### src/rtl/mem_stage_pkg.sv
// Shared widths, encodings and MEM/WB payload type for the memory-access stage.
package mem_stage_pkg;

    localparam int unsigned WORD_ADDR_W = 30;
    localparam int unsigned WORD_DATA_W = 32;
    localparam int unsigned MEM_OP_W    = 2;
    localparam int unsigned CTRL_OP_W   = 2;
    localparam int unsigned REG_ADDR_W  = 5;
    localparam int unsigned ISA_EXP_W   = 3;

    // Active-low enable levels used by en_, gpr_we_ and the bus handshake
    localparam logic ENABLE_  = 1'b0;
    localparam logic DISABLE_ = 1'b1;

    // Bus transfer direction
    localparam logic READ  = 1'b1;
    localparam logic WRITE = 1'b0;

    localparam logic [MEM_OP_W-1:0]  MEM_OP_NOP = MEM_OP_W'(0);
    localparam logic [MEM_OP_W-1:0]  MEM_OP_LDW = MEM_OP_W'(1);
    localparam logic [MEM_OP_W-1:0]  MEM_OP_STW = MEM_OP_W'(2);

    localparam logic [CTRL_OP_W-1:0] CTRL_OP_NOP = CTRL_OP_W'(0);

    localparam logic [ISA_EXP_W-1:0] ISA_EXP_NO_EXP     = ISA_EXP_W'(0);
    localparam logic [ISA_EXP_W-1:0] ISA_EXP_MISS_ALIGN = ISA_EXP_W'(4);

    typedef enum logic [1:0] {
        BUS_IDLE   = 2'd0,
        BUS_REQ    = 2'd1,
        BUS_ACCESS = 2'd2,
        BUS_WAIT   = 2'd3
    } bus_state_e;

    // MEM/WB latch payload
    typedef struct packed {
        logic [WORD_ADDR_W-1:0] pc;
        logic                   en_;
        logic                   br_flag;
        logic [CTRL_OP_W-1:0]   ctrl_op;
        logic [REG_ADDR_W-1:0]  dst_addr;
        logic                   gpr_we_;
        logic [ISA_EXP_W-1:0]   exp_code;
        logic [WORD_DATA_W-1:0] out;
    } mem_wb_t;

    // Empty slot: used both as reset value and as the flush bubble
    localparam mem_wb_t MEM_WB_BUBBLE = '{
        pc:       '0,
        en_:      DISABLE_,
        br_flag:  1'b0,
        ctrl_op:  CTRL_OP_NOP,
        dst_addr: '0,
        gpr_we_:  DISABLE_,
        exp_code: ISA_EXP_NO_EXP,
        out:      '0
    };

endpackage

### src/rtl/mem_reg.sv
// MEM/WB pipeline latch: reset > stall > flush > misaligned > normal.
module mem_reg
    import mem_stage_pkg::*;
(
    input  logic    clk,
    input  logic    reset,
    input  logic    stall,
    input  logic    flush,
    input  logic    miss_align,
    input  mem_wb_t ex_wb,
    output mem_wb_t mem_wb
);

    mem_wb_t miss_wb_c;

    // Misaligned access keeps its identity but retires as an exception with no writeback
    always_comb begin
        miss_wb_c          = MEM_WB_BUBBLE;
        miss_wb_c.pc       = ex_wb.pc;
        miss_wb_c.en_      = ex_wb.en_;
        miss_wb_c.br_flag  = ex_wb.br_flag;
        miss_wb_c.exp_code = ISA_EXP_MISS_ALIGN;
    end

    // Latch update with stall holding every field
    always_ff @(posedge clk or negedge reset) begin
        if (!reset) begin
            mem_wb <= MEM_WB_BUBBLE;
        end else if (!stall) begin
            if (flush) begin
                mem_wb <= MEM_WB_BUBBLE;
            end else if (miss_align) begin
                mem_wb <= miss_wb_c;
            end else begin
                mem_wb <= ex_wb;
            end
        end
    end

endmodule

### src/rtl/mem_stage.sv
// Memory-access stage: bus initiator FSM, alignment check, result mux and MEM/WB latch.
module mem_stage
    import mem_stage_pkg::*;
(
    input  logic                   clk,
    input  logic                   reset,
    input  logic                   stall,
    input  logic                   flush,
    input  logic [WORD_ADDR_W-1:0] ex_pc,
    input  logic                   ex_en_,
    input  logic                   ex_br_flag,
    input  logic [MEM_OP_W-1:0]    ex_mem_op,
    input  logic [WORD_DATA_W-1:0] ex_mem_wr_data,
    input  logic [CTRL_OP_W-1:0]   ex_ctrl_op,
    input  logic [REG_ADDR_W-1:0]  ex_dst_addr,
    input  logic                   ex_gpr_we_,
    input  logic [ISA_EXP_W-1:0]   ex_exp_code,
    input  logic [WORD_DATA_W-1:0] ex_out,
    input  logic [WORD_DATA_W-1:0] bus_rd_data,
    input  logic                   bus_rdy_,
    input  logic                   bus_grnt_,
    output logic                   bus_req_,
    output logic [WORD_ADDR_W-1:0] bus_addr,
    output logic                   bus_as_,
    output logic                   bus_rw,
    output logic [WORD_DATA_W-1:0] bus_wr_data,
    output logic                   busy,
    output logic [WORD_DATA_W-1:0] mem_fwd_data,
    output logic [WORD_ADDR_W-1:0] mem_pc,
    output logic                   mem_en_,
    output logic                   mem_br_flag,
    output logic [CTRL_OP_W-1:0]   mem_ctrl_op,
    output logic [REG_ADDR_W-1:0]  mem_dst_addr,
    output logic                   mem_gpr_we_,
    output logic [ISA_EXP_W-1:0]   mem_exp_code,
    output logic [WORD_DATA_W-1:0] mem_out
);

    bus_state_e             state;
    logic [WORD_DATA_W-1:0] rd_buf;

    logic                   mem_op_valid_c;
    logic                   aligned_c;
    logic                   miss_align_c;
    logic                   access_req_c;
    logic                   is_load_c;
    logic [WORD_DATA_W-1:0] result_c;
    mem_wb_t                ex_wb;
    mem_wb_t                mem_wb;

    // Decode: an incoming exception suppresses both the access and the alignment fault
    always_comb begin
        mem_op_valid_c = (ex_en_ == ENABLE_) && (ex_mem_op != MEM_OP_NOP) &&
                         (ex_exp_code == ISA_EXP_NO_EXP);
        aligned_c      = (ex_out[1:0] == 2'b00);
        miss_align_c   = mem_op_valid_c && !aligned_c;
        access_req_c   = mem_op_valid_c && aligned_c && !flush;
        is_load_c      = (ex_mem_op == MEM_OP_LDW);
    end

    // Stall request: raised from the first cycle an access is presented until rdy_
    always_comb begin
        busy = 1'b0;
        case (state)
            BUS_IDLE:   busy = access_req_c;
            BUS_REQ:    busy = 1'b1;
            BUS_ACCESS: busy = (bus_rdy_ == DISABLE_);
            BUS_WAIT:   busy = 1'b0;
            default:    busy = 1'b0;
        endcase
    end

    // Stage result: live read data while the slave answers, latched copy while stalled in WAIT
    always_comb begin
        result_c = ex_out;
        if (miss_align_c) begin
            result_c = '0;
        end else if (mem_op_valid_c && is_load_c) begin
            result_c = (state == BUS_WAIT) ? rd_buf : bus_rd_data;
        end
    end

    assign mem_fwd_data = result_c;

    // Bus initiator FSM with registered handshake and address/data outputs
    always_ff @(posedge clk or negedge reset) begin
        if (!reset) begin
            state       <= BUS_IDLE;
            bus_req_    <= DISABLE_;
            bus_as_     <= DISABLE_;
            bus_rw      <= READ;
            bus_addr    <= '0;
            bus_wr_data <= '0;
            rd_buf      <= '0;
        end else begin
            bus_as_ <= DISABLE_;
            case (state)
                BUS_IDLE: begin
                    if (access_req_c) begin
                        bus_req_ <= ENABLE_;
                        state    <= BUS_REQ;
                    end
                end
                BUS_REQ: begin
                    if (bus_grnt_ == ENABLE_) begin
                        bus_as_     <= ENABLE_;
                        bus_addr    <= ex_out[WORD_DATA_W-1:2];
                        bus_rw      <= is_load_c ? READ : WRITE;
                        bus_wr_data <= ex_mem_wr_data;
                        state       <= BUS_ACCESS;
                    end
                end
                BUS_ACCESS: begin
                    if (bus_rdy_ == ENABLE_) begin
                        bus_req_ <= DISABLE_;
                        rd_buf   <= bus_rd_data;
                        state    <= stall ? BUS_WAIT : BUS_IDLE;
                    end
                end
                BUS_WAIT: begin
                    if (!stall) begin
                        state <= BUS_IDLE;
                    end
                end
                default: state <= BUS_IDLE;
            endcase
        end
    end

    // Gather EX/MEM fields plus the stage result for the latch
    assign ex_wb = '{
        pc:       ex_pc,
        en_:      ex_en_,
        br_flag:  ex_br_flag,
        ctrl_op:  ex_ctrl_op,
        dst_addr: ex_dst_addr,
        gpr_we_:  ex_gpr_we_,
        exp_code: ex_exp_code,
        out:      result_c
    };

    mem_reg u_mem_reg (
        .clk        (clk),
        .reset      (reset),
        .stall      (stall),
        .flush      (flush),
        .miss_align (miss_align_c),
        .ex_wb      (ex_wb),
        .mem_wb     (mem_wb)
    );

    // Unpack the latch onto the MEM/WB ports
    assign mem_pc       = mem_wb.pc;
    assign mem_en_      = mem_wb.en_;
    assign mem_br_flag  = mem_wb.br_flag;
    assign mem_ctrl_op  = mem_wb.ctrl_op;
    assign mem_dst_addr = mem_wb.dst_addr;
    assign mem_gpr_we_  = mem_wb.gpr_we_;
    assign mem_exp_code = mem_wb.exp_code;
    assign mem_out      = mem_wb.out;

endmodule

### config.mk
export PLATFORM = sky130hd
export DESIGN_NAME = mem_stage
export DESIGN_NICKNAME = d
export VERILOG_FILES = /design/src/rtl/mem_stage_pkg.sv /design/src/rtl/mem_reg.sv /design/src/rtl/mem_stage.sv
export SDC_FILE = /design/constraint.sdc
export NUM_CORES = 1
export LEC_CHECK = 0
export ABC_CLOCK_PERIOD_IN_PS = 3400
export BUFFER_PORTS_ARGS = -buffer_cell sky130_fd_sc_hd__buf_2
export CAP_MARGIN = 0
export CORE_ASPECT_RATIO = 2
export CORE_MARGIN = 1
export CORE_UTILIZATION = 40
export DETAILED_ROUTE_END_ITERATION = 12
export GPL_ROUTABILITY_DRIVEN = 1
export GPL_TIMING_DRIVEN = 0
export PLACE_DENSITY = 0.68
export REMOVE_ABC_BUFFERS = 1
export SKIP_CTS_REPAIR_TIMING = 1
export SYNTH_ARGS = -nofsm -noshare
export SYNTH_HDL_FRONTEND = slang
export SYNTH_SLANG_ARGS = --single-unit
export TNS_END_PERCENT = 100
### constraint.sdc
create_clock -name clk -period 3.4 [get_ports clk]
set_clock_uncertainty 0.15 [all_clocks]
set_input_delay 0.85 -clock clk [delete_from_list [all_inputs] [get_ports clk]]
set_output_delay 0.85 -clock clk [all_outputs]
set_load 0.1 [all_outputs]
==> impl_summary.md, run 1 <==
Status
The run finished, with violations left. The checks that failed: setup timing.

Setup path
The largest single stage delay on the critical path is 0.58 ns. On the critical path the largest part of the delay comes from simple AND/OR/NAND/NOR gates. Counting stages on the worst path, the most repeated cell is sky130_fd_sc_hd__buf_12.

The peak fanout along the critical path is 8. The cell with the largest stage delay on the worst path is sky130_fd_sc_hd__or4_4. The critical path goes through buf_8 -> or4_4 -> buf_12 -> buf_12 -> a2111oi_2 -> nor3_1 -> buf_6. Counting both buffers and inverters, the worst setup path holds a total of 4. The critical path launch point type is a primary input.

The critical path required time is 2.40 ns. The kind of end point of the critical path is an output port. The type of the setup path with the least slack is in2out. Data arrives at the worst endpoint at 2.58 ns.

STA
The maximum clock frequency is 279 MHz. The worst slack on hold paths is 0.266 ns. In the final timing run, aggregate negative setup slack is -2.56 ns. After layout, the worst setup slack is -0.184 ns. Setup violations remaining at the end of the flow were counted as 32. For the pin with the worst max-slew slack, the measured transition is 0.984 ns.

The worst path in the final design needs a cycle of 3.58 ns, including I/O delays and setup. The number of pins with negative max-slew slack in the final report was 0. The worst pin sits at a relative slew slack of 0.341. Setup repair after global routing could not meet its margin everywhere.

The post-route clock period utilization is 1.05. The total count of hold-check failures in the final report is 0.

Place
Including well taps, the total number of placed cells is 1283. The total cell area at the placement stage is 0.00976 mm2. The final weighted congestion in routability-driven placement is 0.796.

The half-perimeter wire length of the detailed placement result is 16.8 mm. In this run the tool buffered the top-level ports with 319 buffer cells.

Synthesis
Of all cell types, the one taking the most synthesized area is sky130_fd_sc_hd__dfrtp_1. Counting flops with a built-in enable in the synthesized netlist gives 0. The most common flop cell mapped by yosys is sky130_fd_sc_hd__dfrtp_1. The cell area after synthesis is 0.00776 mm2. Counting flops with an async set or reset pin after synthesis yields a share of 1.00.

The average footprint of a synthesized cell is 10.3 um2. The count of yosys warnings during synthesis is 0. The number of distinct library cells after synthesis is 33. The area share of the largest cell type after synthesis is 0.545. By area the synthesized netlist is led by sky130_fd_sc_hd__dfrtp_1 (55%), sky130_fd_sc_hd__nand2_1 (11%), sky130_fd_sc_hd__a2111oi_2 (5.8%). Synthesis handed over a netlist of 752 instances. The sequential cell area fraction in the yosys report is 0.562. The flip-flop and latch count after synthesis is 174.

Routing
The residual antenna-violating net count after detailed routing is 0. After detailed routing, the number of remaining DRC violations is 0. After detailed routing, the number of vias per cell comes to 5.26. The number of violations reported at the end of detailed-routing iteration 0 is 353. The routed wire length is 25.8 mm.

The routed wire length per instance is 19.3 um. The routed via count is 7033. The first-pass iteration count of the detailed router is 5.

Layout
In the final layout, the share of cells above drive strength 1 is 0.445. The post-route standard cell area excluding fillers is 0.0114 mm2. The footprint of the multi-input gates is 0.00357 mm2. The finished layout holds 1338 standard cells, fillers aside.

Across the whole layout, storage elements account for 0.00437 mm2. Relative to the synthesized area, the layout overhead comes to 46.7%. The final-stage net count is 1213. The count of filler cells inserted in the layout is 1607.

Global routing
met2 is the most crowded layer. The wire length of the first global-routing pass is 35.9 mm. After global routing the overflow that remains totals 0.

The number of antenna violations at the first check in global routing is 4. In the global route stage, met3 resource usage came out at 0.0517. The via count of the first global-routing pass is 6822. Entering global routing, the biggest net connects 106 pins. The global-route track usage on met2 is 0.431. The fraction of met1 tracks used by global routing is 0.259. In the global route stage, overall resource usage came out at 0.239.

Die
The full die area is 0.0200 mm2. The die extent in x is 100 um. The die is 199 um tall.

The area of the core is 0.0189 mm2. For this design the top-level I/O count stands at 320. For this configuration, the core starts out at a cell density of 0.410. The number of rows in the core area is 71.

Clock tree
The CTS tree is done. The clock passes through at most 2 buffers. CTS saw 174 sinks. For the worst-skew pair, the clock arrives at the later sink with an insertion delay of 0.45 ns. The cell at the root of the clock tree is sky130_fd_sc_hd__clkbuf_16. The CTS buffer count is 17.

Clock-pin slew was measured on the worst setup and hold paths at 0.06 ns. The H-tree was split into 4 levels.

Power
The worst-case IR drop observed on VDD is 972 uV. The cell area power density is 946 mW/mm2. For this design the static power due to leakage is 5.61 nW.

Run
The max capacitance violation total is 0.

Hold path
The tightest min-delay check is of the in2async type.
synthesized netlist by cell type (2+ instances only):
| cell type | count |
|---|---|
| sky130_fd_sc_hd__buf_1 | 4 |
| sky130_fd_sc_hd__a31oi_1 | 2 |
| sky130_fd_sc_hd__buf_2 | 10 |
| sky130_fd_sc_hd__a2111oi_2 | 30 |
| sky130_fd_sc_hd__buf_6 | 9 |
| sky130_fd_sc_hd__o21ai_0 | 17 |
| sky130_fd_sc_hd__or2_2 | 3 |
| sky130_fd_sc_hd__a2111oi_0 | 2 |
| sky130_fd_sc_hd__mux2_2 | 32 |
| sky130_fd_sc_hd__a21oi_1 | 32 |
| sky130_fd_sc_hd__nor3_2 | 2 |
| sky130_fd_sc_hd__o31ai_1 | 32 |
| sky130_fd_sc_hd__dfrtp_1 | 169 |
| sky130_fd_sc_hd__nand2b_1 | 14 |
| sky130_fd_sc_hd__nand2_1 | 237 |
| sky130_fd_sc_hd__inv_1 | 3 |
| sky130_fd_sc_hd__nor3_1 | 34 |
| sky130_fd_sc_hd__dfstp_2 | 5 |
| sky130_fd_sc_hd__nor2_1 | 7 |
| sky130_fd_sc_hd__and3_1 | 32 |
| sky130_fd_sc_hd__nor2b_1 | 2 |
| sky130_fd_sc_hd__a22o_1 | 27 |
| sky130_fd_sc_hd__clkbuf_1 | 37 |
cells by family after synthesis:
logic type / synth area share
AO/OA/AOI/OAI: 0.162
buffers and inverters: 0.0418
multiplexers: 0.0464
flip-flops: 0.562
AND/OR/NAND/NOR: 0.188
layout by cell type (no fill, tap or decap), types with 2 or more instances in the layout:
cell / netlist / layout
sky130_fd_sc_hd__a2111oi_2: 30 / 8
sky130_fd_sc_hd__a2111oi_4: 0 / 23
sky130_fd_sc_hd__a21oi_1: 32 / 32
sky130_fd_sc_hd__a22o_1: 27 / 27
sky130_fd_sc_hd__a31oi_1: 2 / 2
sky130_fd_sc_hd__and3_1: 32 / 32
sky130_fd_sc_hd__buf_12: 0 / 17
sky130_fd_sc_hd__buf_16: 0 / 5
sky130_fd_sc_hd__buf_2: 10 / 282
sky130_fd_sc_hd__buf_4: 1 / 12
sky130_fd_sc_hd__buf_6: 9 / 27
sky130_fd_sc_hd__buf_8: 0 / 9
sky130_fd_sc_hd__bufinv_16: 0 / 3
sky130_fd_sc_hd__clkbuf_1: 37 / 4
sky130_fd_sc_hd__clkbuf_16: 0 / 20
sky130_fd_sc_hd__clkbuf_8: 0 / 5
sky130_fd_sc_hd__clkinv_2: 0 / 3
sky130_fd_sc_hd__dfrtp_1: 169 / 167
sky130_fd_sc_hd__dfrtp_4: 0 / 2
sky130_fd_sc_hd__dfstp_2: 5 / 5
sky130_fd_sc_hd__diode_2: 0 / 4
sky130_fd_sc_hd__inv_1: 3 / 2
sky130_fd_sc_hd__mux2_2: 32 / 32
sky130_fd_sc_hd__nand2_1: 237 / 236
sky130_fd_sc_hd__nand2b_1: 14 / 13
sky130_fd_sc_hd__nor2_1: 7 / 6
sky130_fd_sc_hd__nor2b_4: 0 / 2
sky130_fd_sc_hd__nor3_1: 34 / 22
sky130_fd_sc_hd__nor3_4: 0 / 13
sky130_fd_sc_hd__o21ai_0: 17 / 17
sky130_fd_sc_hd__o31ai_1: 32 / 32
sky130_fd_sc_hd__or2_2: 3 / 3
layout make-up:
type / count / area share
clock inverter: 6 / 0.00923
tap: 255 / 0.0280
timing repair buffer: 355 / 0.219
antenna: 4 / 0.000879
multi-input combinational: 515 / 0.313
inverter: 3 / 0.000989
sequential: 174 / 0.384
clock buffer: 26 / 0.0447
per-layer routing:
| metal | up-vias | part of all wire |
|---|---|---|
| li1 | 3260 | - |
| met1 | 3431 | 0.37 |
| met2 | 279 | 0.54 |
| met3 | 63 | 0.050 |
| met4 | 0 | 0.041 |
| met5 | - | 0 |
path summary, 6_finish.rpt:
path / from / cells after the start / endpoint / slack (ns)
max: ex_exp_code[2] / 7 / mem_fwd_data[8] / -0.18
min: reset / 1 / u_mem_reg.mem_wb[53] / 0.27
max reg2reg: state[1] / 6 / bus_addr[15] / 0.44
min reg2reg: bus_addr[0] / 2 / bus_addr[0] / 0.32
max in group asynchronous: reset / 2 / bus_rw / 1.99
min in group clk: bus_addr[0] / 2 / bus_addr[0] / 0.32
per-stage QoR:
stage                     utilization  total power [W]  worst slack, ns
after floorplan                     -          0.00731            -3.68
after global placement          0.495          0.00832            -9.29
after detailed placement        0.516          0.00847            -1.05
after CTS                       0.548           0.0105            -1.24
after global routing            0.602           0.0112           -0.207
final                           0.602           0.0108           -0.184
flip-flops by register name (all words and copies together) (netlist names):
register and count:
u_mem_reg.mem_wb 75, bus_wr_data 32, rd_buf 32, bus_addr 30
state 2, bus_as_ 1, bus_req_ 1, bus_rw 1
report_power, final:
part / internal, W / leakage, nW / total [W] / switching [W]
Sequential: 0.00271 / 2.18 / 0.00310 / 0.000391
Clock: 0.00125 / 0.304 / 0.00205 / 0.000804
Combinational: 0.00108 / 3.12 / 0.00561 / 0.00453
Note: power is estimated with default switching activity, not from simulation.
==> run 2: changes to the inputs <==
CTS_BUF_LIST = sky130_fd_sc_hd__clkbuf_8   (was not set)
==> run 2 against run 1 <==
  * The run still ends with setup timing left
  * Total power shrank 4.2%
  * Sequential power barely moved
  * Design area down 1.3%
  * Clock-buffer cell count decreased by 4
  * Hold slack worse by 0.046 ns
  * Via count shrank 0.13%
  * Fmax up 0.19%
  * Setup slack better by 0.0069 ns
  * First-iteration DRC count is 22% lower
==> impl_summary.md, run 2 (synthesized netlist as in run 1, its figures left out) <==
Layout
Counting flops per register, the top entry is u_mem_reg.mem_wb. In the final design database the tool counted 1215 nets. The final cell utilization of the core is 0.594. Of the cells placed in the final design, the portion with a size suffix greater than 1 is 0.446. The register with the most flip-flops in the layout has 75 of them. Leaving out fill and tap cells, the most frequent cell in the layout is sky130_fd_sc_hd__buf_2. Compared with the post-synthesis result, the final layout area differs by 44.8%. In the layout the commonest cells are sky130_fd_sc_hd__buf_2 (282), sky130_fd_sc_hd__nand2_1 (236), sky130_fd_sc_hd__dfrtp_1 (167). After routing the design area is 0.0112 mm2. The largest registers in the layout are u_mem_reg.mem_wb: 75 flops, bus_wr_data: 32 flops, rd_buf: 32 flops.

Routing
The residual antenna-violating net count after detailed routing is 0. The vias per cell is 5.25. For this run, design rule violations remaining after detail routing come to 0. The routed design has 26.2 mm of wire. The routed via count is 7024.

The first-pass iteration count of the detailed router is 5. The first routing iteration left 275 violations. The routed wire length per instance is 19.6 um.

Status
The flow ran to the end, but the final reports show violations. The final reports fail on setup timing.

Clock tree
In this run the number of H-tree levels came out at 4. The CTS buffer count is 17. The number of buffers on the longest clock path is 2.

The tree is rooted in a sky130_fd_sc_hd__clkbuf_8. Clock-pin slew was measured on the worst setup and hold paths at 0.08 ns. Clock tree synthesis found a total of 174 sinks. The insertion delay of the later-clocked pin in the worst-skew pair is 0.50 ns. TritonCTS built the clock tree.

Power
The cell area power density is 919 mW/mm2. For this design the static power due to leakage is 5.56 nW. The worst supply voltage drop on vdd is 964 uV.

STA
The worst slack on hold paths is 0.220 ns. Setup violations remaining at the end of the flow were counted as 32. The setup TNS after final layout is -2.97 ns.

Setup slack on the critical path of the routed design comes to -0.177 ns. The maximum clock frequency is 280 MHz. The post-route clock period utilization is 1.05. Headroom to the max-slew limit came out at 0.343. The post-layout minimum cycle time is 3.58 ns. The transition at the pin with the smallest max-transition slack is 0.981 ns. Setup repair after global routing could not meet its margin everywhere. The number of pins with negative max-slew slack in the final report is 0.

The total count of hold-check failures in the final report is 0.

Die
The area of the core is 0.0189 mm2. The number of rows in the core area is 71. The initial standard-cell utilization of the core is 0.410. The floorplan step defined a die boundary enclosing 0.0200 mm2. For this design the top-level I/O count stands at 320. The die is 199 um tall.

The die is 100 um wide.

Global routing
The via count of the first global-routing pass is 6778. In the global route stage, overall resource usage came out at 0.239. The first global-routing pass estimated 35.7 mm of wire.

The number of antenna violations at the first check in global routing is 2. The total congestion overflow is 0. Entering global routing, the biggest net connects 106 pins.

Setup path
The number of cells on the worst reg-to-reg path is 6. Among cell families on the critical path, the largest total delay comes from buffers and inverters. The dominant cell type by count on the critical path is sky130_fd_sc_hd__buf_6. The setup slack of the most critical reg-to-reg path is 0.49 ns. On the critical path, the stage with the largest delay is an instance of sky130_fd_sc_hd__or4_4.

Data on the critical path is required at its endpoint by 2.40 ns. The most critical setup path has its startpoint at ex_exp_code[2]. The arrival time of data at the critical path endpoint is 2.58 ns. The critical path depth is 8. The reg-to-reg critical path startpoint is state[1]. STA classifies the critical path endpoint as an output port.

The critical path goes through buf_8 -> or4_4 -> buf_12 -> nor3_4 -> buf_6 -> clkbuf_16 -> nor3_1 -> buf_6. Along the worst path, the maximum fanout reaches 8. In this design, the stage delay of the slowest critical-path cell is 0.58 ns. The endpoint identified for the worst register-to-register timing path is bus_addr[15].

Together, buffers and inverters on the worst path number 5. The type of the setup path with the least slack is in2out. The critical path capture point is mem_fwd_data[5]. STA classifies the critical path startpoint as a primary input.

Place
The post-placement worst setup slack is -1.05 ns. Summing all placed instances gives a cell area of 0.00976 mm2. Buffers placed on the I/O ports in this run total 319.

The half-perimeter wire length of the detailed placement result is 16.8 mm. The congestion estimate from routability-driven global placement came to 0.796.

Hold path
The path category of the worst min-delay check is in2async.

Run
The tool flagged a number of max-cap violations equal to 0.
## run 2: per-stage QoR
stage                     std cells  power [W]
after CTS                      1315     0.0100
after detailed placement       1283    0.00847
after global placement         1265    0.00832
after global routing           1338     0.0107
final                          1338     0.0103
after floorplan                 691    0.00731
## run 2: where the power goes
group	internal (W)	leakage, nW	total (W)	switching (W)
sequential	0.00271	2.18	0.00307	0.000364
combinational	0.00111	3.14	0.00570	0.00458
clock	0.000810	0.234	0.00155	0.000740
## run 2: final cells by class
class                      instances  area, um2
tap                              255        319
timing repair buffer             357       2530
antenna                            2       5.00
sequential                       174       4370
clock inverter                    10        120
clock buffer                      22        303
multi-input combinational        515       3580
inverter                           3       11.3
fill                            1621       7690
## run 2: worst min path at each step
| stage | to | slack, ns | depth (start not counted) |
|---|---|---|---|
| after floorplan | rd_buf[31] | 0.32 | 1 |
| after global placement | u_mem_reg.mem_wb[35] | 0.30 | 2 |
| after detailed placement | bus_wr_data[5] | 0.31 | 2 |
| after CTS | u_mem_reg.mem_wb[18] | 0.25 | 1 |
| after global routing | u_mem_reg.mem_wb[53] | 0.27 | 1 |
| final | u_mem_reg.mem_wb[53] | 0.22 | 1 |
## run 2: routing by layer
metal  wire (um)  global-route usage
met1        9790               0.257
met2       14200               0.432
met3        1180              0.0534
met4        1020               0.122
met5           0                   0
